File: src/rtl/booth_pkg.sv
// Shared types and helpers for the sequential radix-4 Booth multiplier.
//   state_t    : controller states (IDLE, BUSY, DONE)
//   digit_t    : decoded radix-4 Booth digit (magnitude selects plus sign)
//   num_digits : how many radix-4 digits an operation takes for a given
//                operand width and signedness
package booth_pkg;

    typedef enum logic [1:0] {
        IDLE = 2'd0,
        BUSY = 2'd1,
        DONE = 2'd2
    } state_t;

    typedef struct packed {
        logic single;
        logic double;
        logic neg;
    } digit_t;

    // Unsigned operands are zero-extended by two bits, which adds one digit
    // so that the top (sign) digit of the recoded multiplier is never negative.
    function automatic int unsigned num_digits(input int unsigned width,
                                               input logic        is_signed);
        return is_signed ? (width / 2) : (width / 2 + 1);
    endfunction

endpackage

File: src/rtl/booth_mult_seq_if.sv
// Operand/result handshake bundle for booth_mult_seq.
//   in_valid/in_ready   : operand handshake (a, b, is_signed)
//   out_valid/out_ready : result handshake (product)
//   master modport : operand producer and result consumer
//   slave modport  : the multiplier
interface booth_mult_seq_if #(parameter int WIDTH = 8);

    logic                 in_valid;
    logic                 in_ready;
    logic [WIDTH-1:0]     a;
    logic [WIDTH-1:0]     b;
    logic                 is_signed;
    logic                 out_valid;
    logic                 out_ready;
    logic [2*WIDTH-1:0]   product;

    modport master (
        output in_valid, a, b, is_signed, out_ready,
        input  in_ready, out_valid, product
    );

    modport slave (
        input  in_valid, a, b, is_signed, out_ready,
        output in_ready, out_valid, product
    );

endinterface

File: src/rtl/booth_digit_enc.sv
// Radix-4 Booth digit decoder (purely combinational).
//   win_i   : multiplier window {bit 2k+1, bit 2k, bit 2k-1}
//   digit_o : single (|d|=1), double (|d|=2), neg (sign of d)
// Code 111 decodes to neg with zero magnitude, which the datapath treats
// as subtracting zero, so it contributes nothing.
module booth_digit_enc
    import booth_pkg::*;
(
    input  logic [2:0] win_i,
    output digit_t     digit_o
);

    always_comb begin
        digit_o.single = win_i[0] ^ win_i[1];
        digit_o.double = (win_i[2] ^ win_i[0]) & ~(win_i[0] ^ win_i[1]);
        digit_o.neg    = win_i[2];
    end

endmodule

File: src/rtl/booth_mult_seq.sv
// Sequential radix-4 Booth multiplier, one digit per clock.
//   clk   : rising-edge clock
//   reset : synchronous, active-high; aborts any operation in flight
//   bus   : booth_mult_seq_if.slave
//             in_valid/in_ready/a/b/is_signed : operand acceptance (IDLE only)
//             out_valid/out_ready/product     : result, held until taken
// Latency: out_valid rises D edges after the accepting edge, where
// D = WIDTH/2 (signed) or WIDTH/2+1 (unsigned).
module booth_mult_seq
    import booth_pkg::*;
#(
    parameter int WIDTH = 8
)
(
    input  logic              clk,
    input  logic              reset,
    booth_mult_seq_if.slave   bus
);

    localparam int ACC_W = 2 * WIDTH + 2;
    localparam int MUL_W = WIDTH + 3;          // 2 extension bits + implicit bit -1
    localparam int CNT_W = $clog2(WIDTH / 2 + 2);

    state_t             state_q, state_d;
    logic [ACC_W-1:0]   acc_q, acc_d;
    logic [ACC_W-1:0]   mcand_q, mcand_d;      // multiplicand, pre-shifted by 2k
    logic [MUL_W-1:0]   mult_q, mult_d;        // multiplier, window sits in [2:0]
    logic               signed_q, signed_d;
    logic [CNT_W-1:0]   cnt_q, cnt_d;
    logic [CNT_W-1:0]   last_digit;
    logic [ACC_W-1:0]   pp;
    digit_t             digit;

    booth_digit_enc u_enc (
        .win_i   (mult_q[2:0]),
        .digit_o (digit)
    );

    assign bus.in_ready  = (state_q == IDLE) && !reset;
    assign bus.out_valid = (state_q == DONE);
    assign bus.product   = acc_q[2*WIDTH-1:0];

    always_comb begin
        state_d    = state_q;
        acc_d      = acc_q;
        mcand_d    = mcand_q;
        mult_d     = mult_q;
        signed_d   = signed_q;
        cnt_d      = cnt_q;
        last_digit = CNT_W'(num_digits(WIDTH, signed_q) - 1);

        // Magnitude of the current digit times the multiplicand; the sign is
        // applied by choosing add or subtract below.
        if (digit.single) begin
            pp = mcand_q;
        end else if (digit.double) begin
            pp = {mcand_q[ACC_W-2:0], 1'b0};
        end else begin
            pp = '0;
        end

        case (state_q)
            IDLE: begin
                if (bus.in_valid) begin
                    mcand_d  = {{(ACC_W-WIDTH){bus.is_signed & bus.a[WIDTH-1]}}, bus.a};
                    mult_d   = {{2{bus.is_signed & bus.b[WIDTH-1]}}, bus.b, 1'b0};
                    signed_d = bus.is_signed;
                    cnt_d    = '0;
                    acc_d    = '0;
                    state_d  = BUSY;
                end
            end
            BUSY: begin
                acc_d   = digit.neg ? (acc_q - pp) : (acc_q + pp);
                mcand_d = {mcand_q[ACC_W-3:0], 2'b00};
                mult_d  = {2'b00, mult_q[MUL_W-1:2]};
                cnt_d   = cnt_q + 1'b1;
                if (cnt_q == last_digit) begin
                    state_d = DONE;
                end
            end
            DONE: begin
                if (bus.out_ready) begin
                    state_d = IDLE;
                end
            end
            default: begin
                state_d = IDLE;
            end
        endcase
    end

    always_ff @(posedge clk) begin
        if (reset) begin
            state_q  <= IDLE;
            acc_q    <= '0;
            mcand_q  <= '0;
            mult_q   <= '0;
            signed_q <= 1'b0;
            cnt_q    <= '0;
        end else begin
            state_q  <= state_d;
            acc_q    <= acc_d;
            mcand_q  <= mcand_d;
            mult_q   <= mult_d;
            signed_q <= signed_d;
            cnt_q    <= cnt_d;
        end
    end

endmodule

File: src/flat_wrapper.sv
// flat-port wrapper written by rule: the top's interface ports become plain ports
module booth_mult_seq_flat import booth_pkg::*;
#(
    parameter int WIDTH = 8
)
  (clk, reset, bus_in_valid, bus_a, bus_b, bus_is_signed, bus_out_ready, bus_in_ready, bus_out_valid, bus_product);
  booth_mult_seq_if #(.WIDTH(WIDTH)) bus_i ();
  input  logic clk;
  input  logic reset;
  input wire logic [$bits(bus_i.in_valid)-1:0] bus_in_valid;
  input wire logic [$bits(bus_i.a)-1:0] bus_a;
  input wire logic [$bits(bus_i.b)-1:0] bus_b;
  input wire logic [$bits(bus_i.is_signed)-1:0] bus_is_signed;
  input wire logic [$bits(bus_i.out_ready)-1:0] bus_out_ready;
  output wire logic [$bits(bus_i.in_ready)-1:0] bus_in_ready;
  output wire logic [$bits(bus_i.out_valid)-1:0] bus_out_valid;
  output wire logic [$bits(bus_i.product)-1:0] bus_product;
  assign bus_i.in_valid = bus_in_valid;
  assign bus_i.a = bus_a;
  assign bus_i.b = bus_b;
  assign bus_i.is_signed = bus_is_signed;
  assign bus_i.out_ready = bus_out_ready;
  assign bus_in_ready = bus_i.in_ready;
  assign bus_out_valid = bus_i.out_valid;
  assign bus_product = bus_i.product;
  booth_mult_seq #(.WIDTH(WIDTH)) u_core (.clk(clk), .reset(reset), .bus(bus_i));
endmodule
File: config.mk
export PLATFORM = sky130hd
export DESIGN_NAME = booth_mult_seq_flat
export DESIGN_NICKNAME = d
export VERILOG_FILES = /design/src/rtl/booth_pkg.sv /design/src/rtl/booth_mult_seq_if.sv /design/src/rtl/booth_digit_enc.sv /design/src/rtl/booth_mult_seq.sv /design/src/flat_wrapper.sv
export SDC_FILE = /design/constraint.sdc
export NUM_CORES = 1
export LEC_CHECK = 0
export ABC_AREA = 1
export CORE_ASPECT_RATIO = 0.9
export CORE_UTILIZATION = 63
export CTS_BUF_LIST = sky130_fd_sc_hd__clkbuf_2 sky130_fd_sc_hd__clkbuf_4 sky130_fd_sc_hd__clkbuf_8
export DETAILED_ROUTE_END_ITERATION = 12
export PLACE_DENSITY = 0.95
export REMOVE_ABC_BUFFERS = 1
export SETUP_SLACK_MARGIN = 0.3
export SYNTH_ARGS = -nofsm -noshare
export SYNTH_HDL_FRONTEND = slang
export SYNTH_HIERARCHICAL = 1
export SYNTH_SLANG_ARGS = --single-unit
export TNS_END_PERCENT = 50
File: constraint.sdc
create_clock -name clk -period 5.4 [get_ports clk]
set_input_delay 0.54 -clock clk [delete_from_list [all_inputs] [get_ports clk]]
set_output_delay 0.54 -clock clk [all_outputs]
set_load 0.05 [all_outputs]
# Word-level counts from Yosys, hierarchy flattened

Cells that the tools add are included.

Register bits after elaboration: 53
Output and inout port bits: 18
Bits of input ports: 21
Logic and storage cells: 45

Multiplexer cells: 16
Equal/unequal tests: 6
Bitwise logic cells: 6
Reduce and logical (&&, ||, !) cells: 7
$add $sub $neg: 4

Operators with widths:

| kind                  | number |
|---|---|
| $mux W18              | 5 |
| $pmux W18 S2          | 2 |
| $pmux W11 S2          | 1 |
| $add A18 B18 Y18      | 1 |
| $sub A18 B18 Y18      | 1 |
| $mux W11              | 1 |
| $mux W2               | 3 |
| $pmux W2 S3           | 1 |
| $pmux W3 S2           | 1 |
| $ne A2 B2 Y1 const B  | 2 |
| $reduce_and A2 Y1     | 2 |
| $add A3 B1 Y3 const B | 1 |
| $and A1 B1 Y1         | 3 |
| $eq A3 B3 Y1          | 1 |
| $mux W3               | 1 |
| $reduce_and A3 Y1     | 1 |
| $sub A3 B1 Y3 const B | 1 |
| $eq A2 B1 Y1 const B  | 1 |
| $eq A2 B2 Y1 const B  | 1 |
| $logic_not A2 Y1      | 1 |
| $ne A2 B1 Y1 const B  | 1 |
| $reduce_bool A2 Y1    | 1 |
| $xor A1 B1 Y1         | 2 |
| $logic_and A1 B1 Y1   | 1 |
| 3 further kinds       | 3 |

# Logic depth before layout (Yosys ltp)

Depth after elaboration: 8
Mapped depth: 25
Mapped depth without buffers: 23

# Hierarchy

Netlist, hierarchy kept.

By module, submodules not included:

| module          | instances | sequential area each (um^2) | cells an instance | area an instance (um^2) |
|---|---|---|---|---|
| booth_mult_seq  | 1         | 960.9                       | 532               | 3,443.3 |
| booth_digit_enc | 1         | 0.0                         | 7                 | 36.3 |

# Worst setup path after synthesis

No wires, ideal clock.

Path kind: reg2reg
From: reg u_core.mult_q[2]
To: reg u_core.acc_q[13]
Period minus slack after synthesis: 3,036 ps
Data arrival time: 2,903 ps
Cell stages (with the launch flop): 20
Required time: 5,268 ps
Setup slack: 2,364 ps
Buffers on the path: 2
Setup time: 132 ps
Cells stage by stage: dfxtp_1 > inv_1 > nor2_1 > nor2_1 > buf_6 > buf_6 > nand3_1 > nand2_1 > inv_1 > ha_1 > nand4_4 > o31ai_1 > xor2_1 > ha_1 > a21oi_1 > a21boi_0 > o211ai_1 > or2_2 > nand2_1 > a21oi_1

RTL lines:

| what                   | RTL line              | text |
|---|---|---|
| from (decl)            | booth_mult_seq.sv:27  | `logic [MUL_W-1:0] mult_q, mult_d;` |
| from (signal assigned) | booth_mult_seq.sv:105 | `mult_q <= mult_d;` |
| to (signal assigned)   | booth_mult_seq.sv:96  | `acc_q <= '0;` |
| to (signal assigned)   | booth_mult_seq.sv:103 | `acc_q <= acc_d;` |
| to (decl)              | booth_mult_seq.sv:25  | `logic [ACC_W-1:0] acc_q, acc_d;` |

==> flow_metrics.env <==
export IMPL_cp_end_kind="flip-flop"
export IMPL_grt_max_degree=37
export IMPL_worst_slew_pin_slew_ps=640
export IMPL_cts_max_level=2
export IMPL_io_buffers=38
export IMPL_grt_pass1_vias=3175
export IMPL_yosys_top_cells_area="dfxtp_1 28%, nand2_1 18%, a21oi_1 7.3%"
export IMPL_slew_limit_headroom_pct=57.3
export IMPL_final_layout_size_suffix_gt1_share_pct=8.14
export IMPL_drv_slew=0
export IMPL_grt_use_met3_pct=4.03
export IMPL_grt_use_total_pct=30.3
export IMPL_synthCells=539
export IMPL_cts_clk_slew_worst_paths_ps=100
export IMPL_cp_arrival_ps=4040
export IMPL_nFillCells=413
export IMPL_clkSinkCount=48
export IMPL_dp_hpwl_um=5910
export IMPL_ys_seq_area_share_pct=27.6
export IMPL_fp_coreArea_sq_um=5290
export IMPL_vias_per_cell=5.67
export IMPL_final_nets=604
export IMPL_antenna_violating_nets_post_route=0
export IMPL_clkLatencyLatePin_ps=320
export IMPL_rsz0062_at_grt="false"
export IMPL_cts_resized=0
export IMPL_critPathLaunchType="flip-flop"
export IMPL_cellPowerDensity_nw_per_um2=499
export IMPL_drv_cap=0
export IMPL_grt_first_pass_wirelength_um=13700
export IMPL_dr_pass1_iters=5
export IMPL_status="complete, no violations"
export IMPL_finalSetupViolCount=0
export IMPL_path_max_fanout=29
export IMPL_yosys_warnings=6
export IMPL_top_usage_layer="met2"
export IMPL_dr_total_vias=3586
export IMPL_skew_ps=11.3
export IMPL_final_hold_viol_count=0
export IMPL_die_area_sq_um=5820
export IMPL_placementRows=25
export IMPL_area_delta_synth_final_pct=14.0
export IMPL_antenna_found_initial=0
export IMPL_cp_cell_sequence="xor2_2 -> buf_4 -> inv_1 -> nand3_1 -> nand2_1 -> inv_1 -> ha_1 -> nand4_4 -> nor4_4 -> nand3_2 -> nand3_1 -> nand2_1 -> ha_1 -> nand2_1 -> nor2_1 -> inv_1 -> nor3_1 -> nand2_1 -> o211ai_1 -> or2_2 -> nand2_1 -> a21oi_1"
export IMPL_whs_ps=493
export IMPL_cts_root_buf="clkbuf_8"
export IMPL_layout_min_cycle_time_ps=3790
export IMPL_start_util_pct=65.8
export IMPL_crit_type="flip-flop to flip-flop"
export IMPL_fp_dieH_um=72.5
export IMPL_crit_family="simple AND/OR/NAND/NOR gates"
export IMPL_max_clock_path_buffers=2
export IMPL_netlist_area_sq_um=3480
export IMPL_post_drt_wl_per_cell_um=13.3
export IMPL_peakVddDrop_uv=318
export IMPL_io_pins=39
export IMPL_hp_class="flip-flop to flip-flop"
export IMPL_synthTopCellsByCount="168 x nand2_1, 51 x a21oi_1, 48 x dfxtp_1, 48 x inv_1, 35 x nor2_1"
export IMPL_cpMostUsedCell="nand2_1"
export IMPL_drt_iter0_markers=294
export IMPL_numCtsBuffers=5
export IMPL_drcViolationCount=0
export IMPL_diodes=0
export IMPL_required_ps=5650
export IMPL_max_freq_mhz=264
export IMPL_met1_usage_pct=35.7
export IMPL_synth_top_area_share_pct=27.6
export IMPL_ys_types=40
export IMPL_netlist_top_cell_by_area="dfxtp_1"
export IMPL_synth_edf_count=0
export IMPL_p_total_mw=1.98
export IMPL_path_buf_inv=4
export IMPL_async_flop_share_pct=0
export IMPL_tns_ps=0
export IMPL_synth_area_per_cell_sq_um=6.46
export IMPL_cpPeakStageDelay_ps=420
export IMPL_cts_tree="yes"
export IMPL_synth_seq_cells=48
export IMPL_slowest_stage="dfxtp_1"
export IMPL_place_gp_congestion=0.970
export IMPL_met2_usage_pct=54.6
export IMPL_grt_ovfl_total=0
export IMPL_drt_total_wl_um=8400
export IMPL_fin_crit_sh_pct=70.1
export IMPL_synth_ff_type="dfxtp_1"
export IMPL_cts_hold_buf=0
export IMPL_yosysMostFrequentCell="nand2_1"
export IMPL_cts_post_setup_buffers_inserted=0
export IMPL_p_leak_nw=1.80
export IMPL_die_x_um=80.3
==> per-layer routing <==
| metal | wire length (um) | share of wire (%) | vias to the layer above |
|---|---|---|---|
| met1 | 3600 | 43 | 1595 |
| met3 | 542 | 6.5 | 18 |
| met5 | 0 | 0 | - |
| met4 | 221 | 2.6 | 0 |
| li1 | - | - | 1817 |
| met2 | 4040 | 48 | 156 |
==> cell families (layout without fill, tap and decap cells) <==
logic type | Yosys count | count (layout) | synth area share, %
AO/OA/AOI/OAI | 116 | 116 | 18.3
XOR/XNOR | 13 | 13 | 3.27
buffers and inverters | 75 | 101 | 9.89
adder cells (fa/ha/maj) | 18 | 18 | 6.69
AND/OR/NAND/NOR | 269 | 269 | 34.3
flip-flops | 48 | 48 | 27.6
==> stage by stage <==
step | setup slack, ps | util [%] | area (sq um) | cells
after CTS | 1710 | 75.1 | 3970 | 632
after detailed placement | 1750 | 72.6 | 3840 | 625
final | 1610 | 75.1 | 3970 | 632
after global routing | 1250 | 75.1 | 3970 | 632
after floorplan | 1110 | - | 3330 | 515
after global placement | 1940 | 72.6 | 3840 | 625
==> final timing paths <==
path                     from  cells past startpoint  slack (ps)          endpoint
min          u_core/mult_q[3]                      2         490  u_core/mult_q[1]
min reg2reg  u_core/mult_q[3]                      2         490  u_core/mult_q[1]
max          u_core/mult_q[1]                     22        1610  u_core/acc_q[13]
max reg2reg  u_core/mult_q[1]                     22        1610  u_core/acc_q[13]
==> worst reg2reg max path, cell delays in order, from the launching register on <==
cell	delay, ps
dfxtp_1	420
xor2_2	140
buf_4	280
inv_1	270
nand3_1	180
nand2_1	70
inv_1	70
ha_1	220
nand4_4	140
nor4_4	250
nand3_2	110
nand3_1	90
nand2_1	80
ha_1	370
nand2_1	120
nor2_1	120
inv_1	70
nor3_1	190
nand2_1	90
o211ai_1	120
or2_2	150
nand2_1	50
a21oi_1	120
==> registers in the layout, indices dropped and copies added (netlist names) <==
| register | count |
|---|---|
| u_core/mult_q | 10 |
| u_core/acc_q | 16 |
| u_core/state_q | 2 |
| u_core/signed_q | 1 |
| u_core/cnt_q | 3 |
| u_core/mcand_q | 16 |
==> report_power, final <==
part / internal (mW) / switching (mW)
combinational: 0.408 / 0.790
clock: 0.182 / 0.131
sequential: 0.412 / 0.0553
==> layout by cell type, fill, tap and decap left out, types with 17 or more instances in the layout <==
master           count
a21oi_1             51
a31oi_1             24
clkdlybuf4s50_1     38
dfxtp_1             48
ha_1                17
inv_1               48
nand2_1            168
nand3_1             28
nor2_1              34
o21ai_0             30
==> layout make-up <==
type	instances	area (sq um)	share of cell area, %
Multi-Input combinational cell	416	2180	55.1
Sequential cell	48	961	24.2
Timing Repair Buffer	43	418	10.5
Inverter	51	191	4.82
Tap cell	67	83.8	2.11
Clock buffer	5	68.8	1.73
Clock inverter	2	60.1	1.51
No activity file was read; power rests on OpenSTA's default activity.
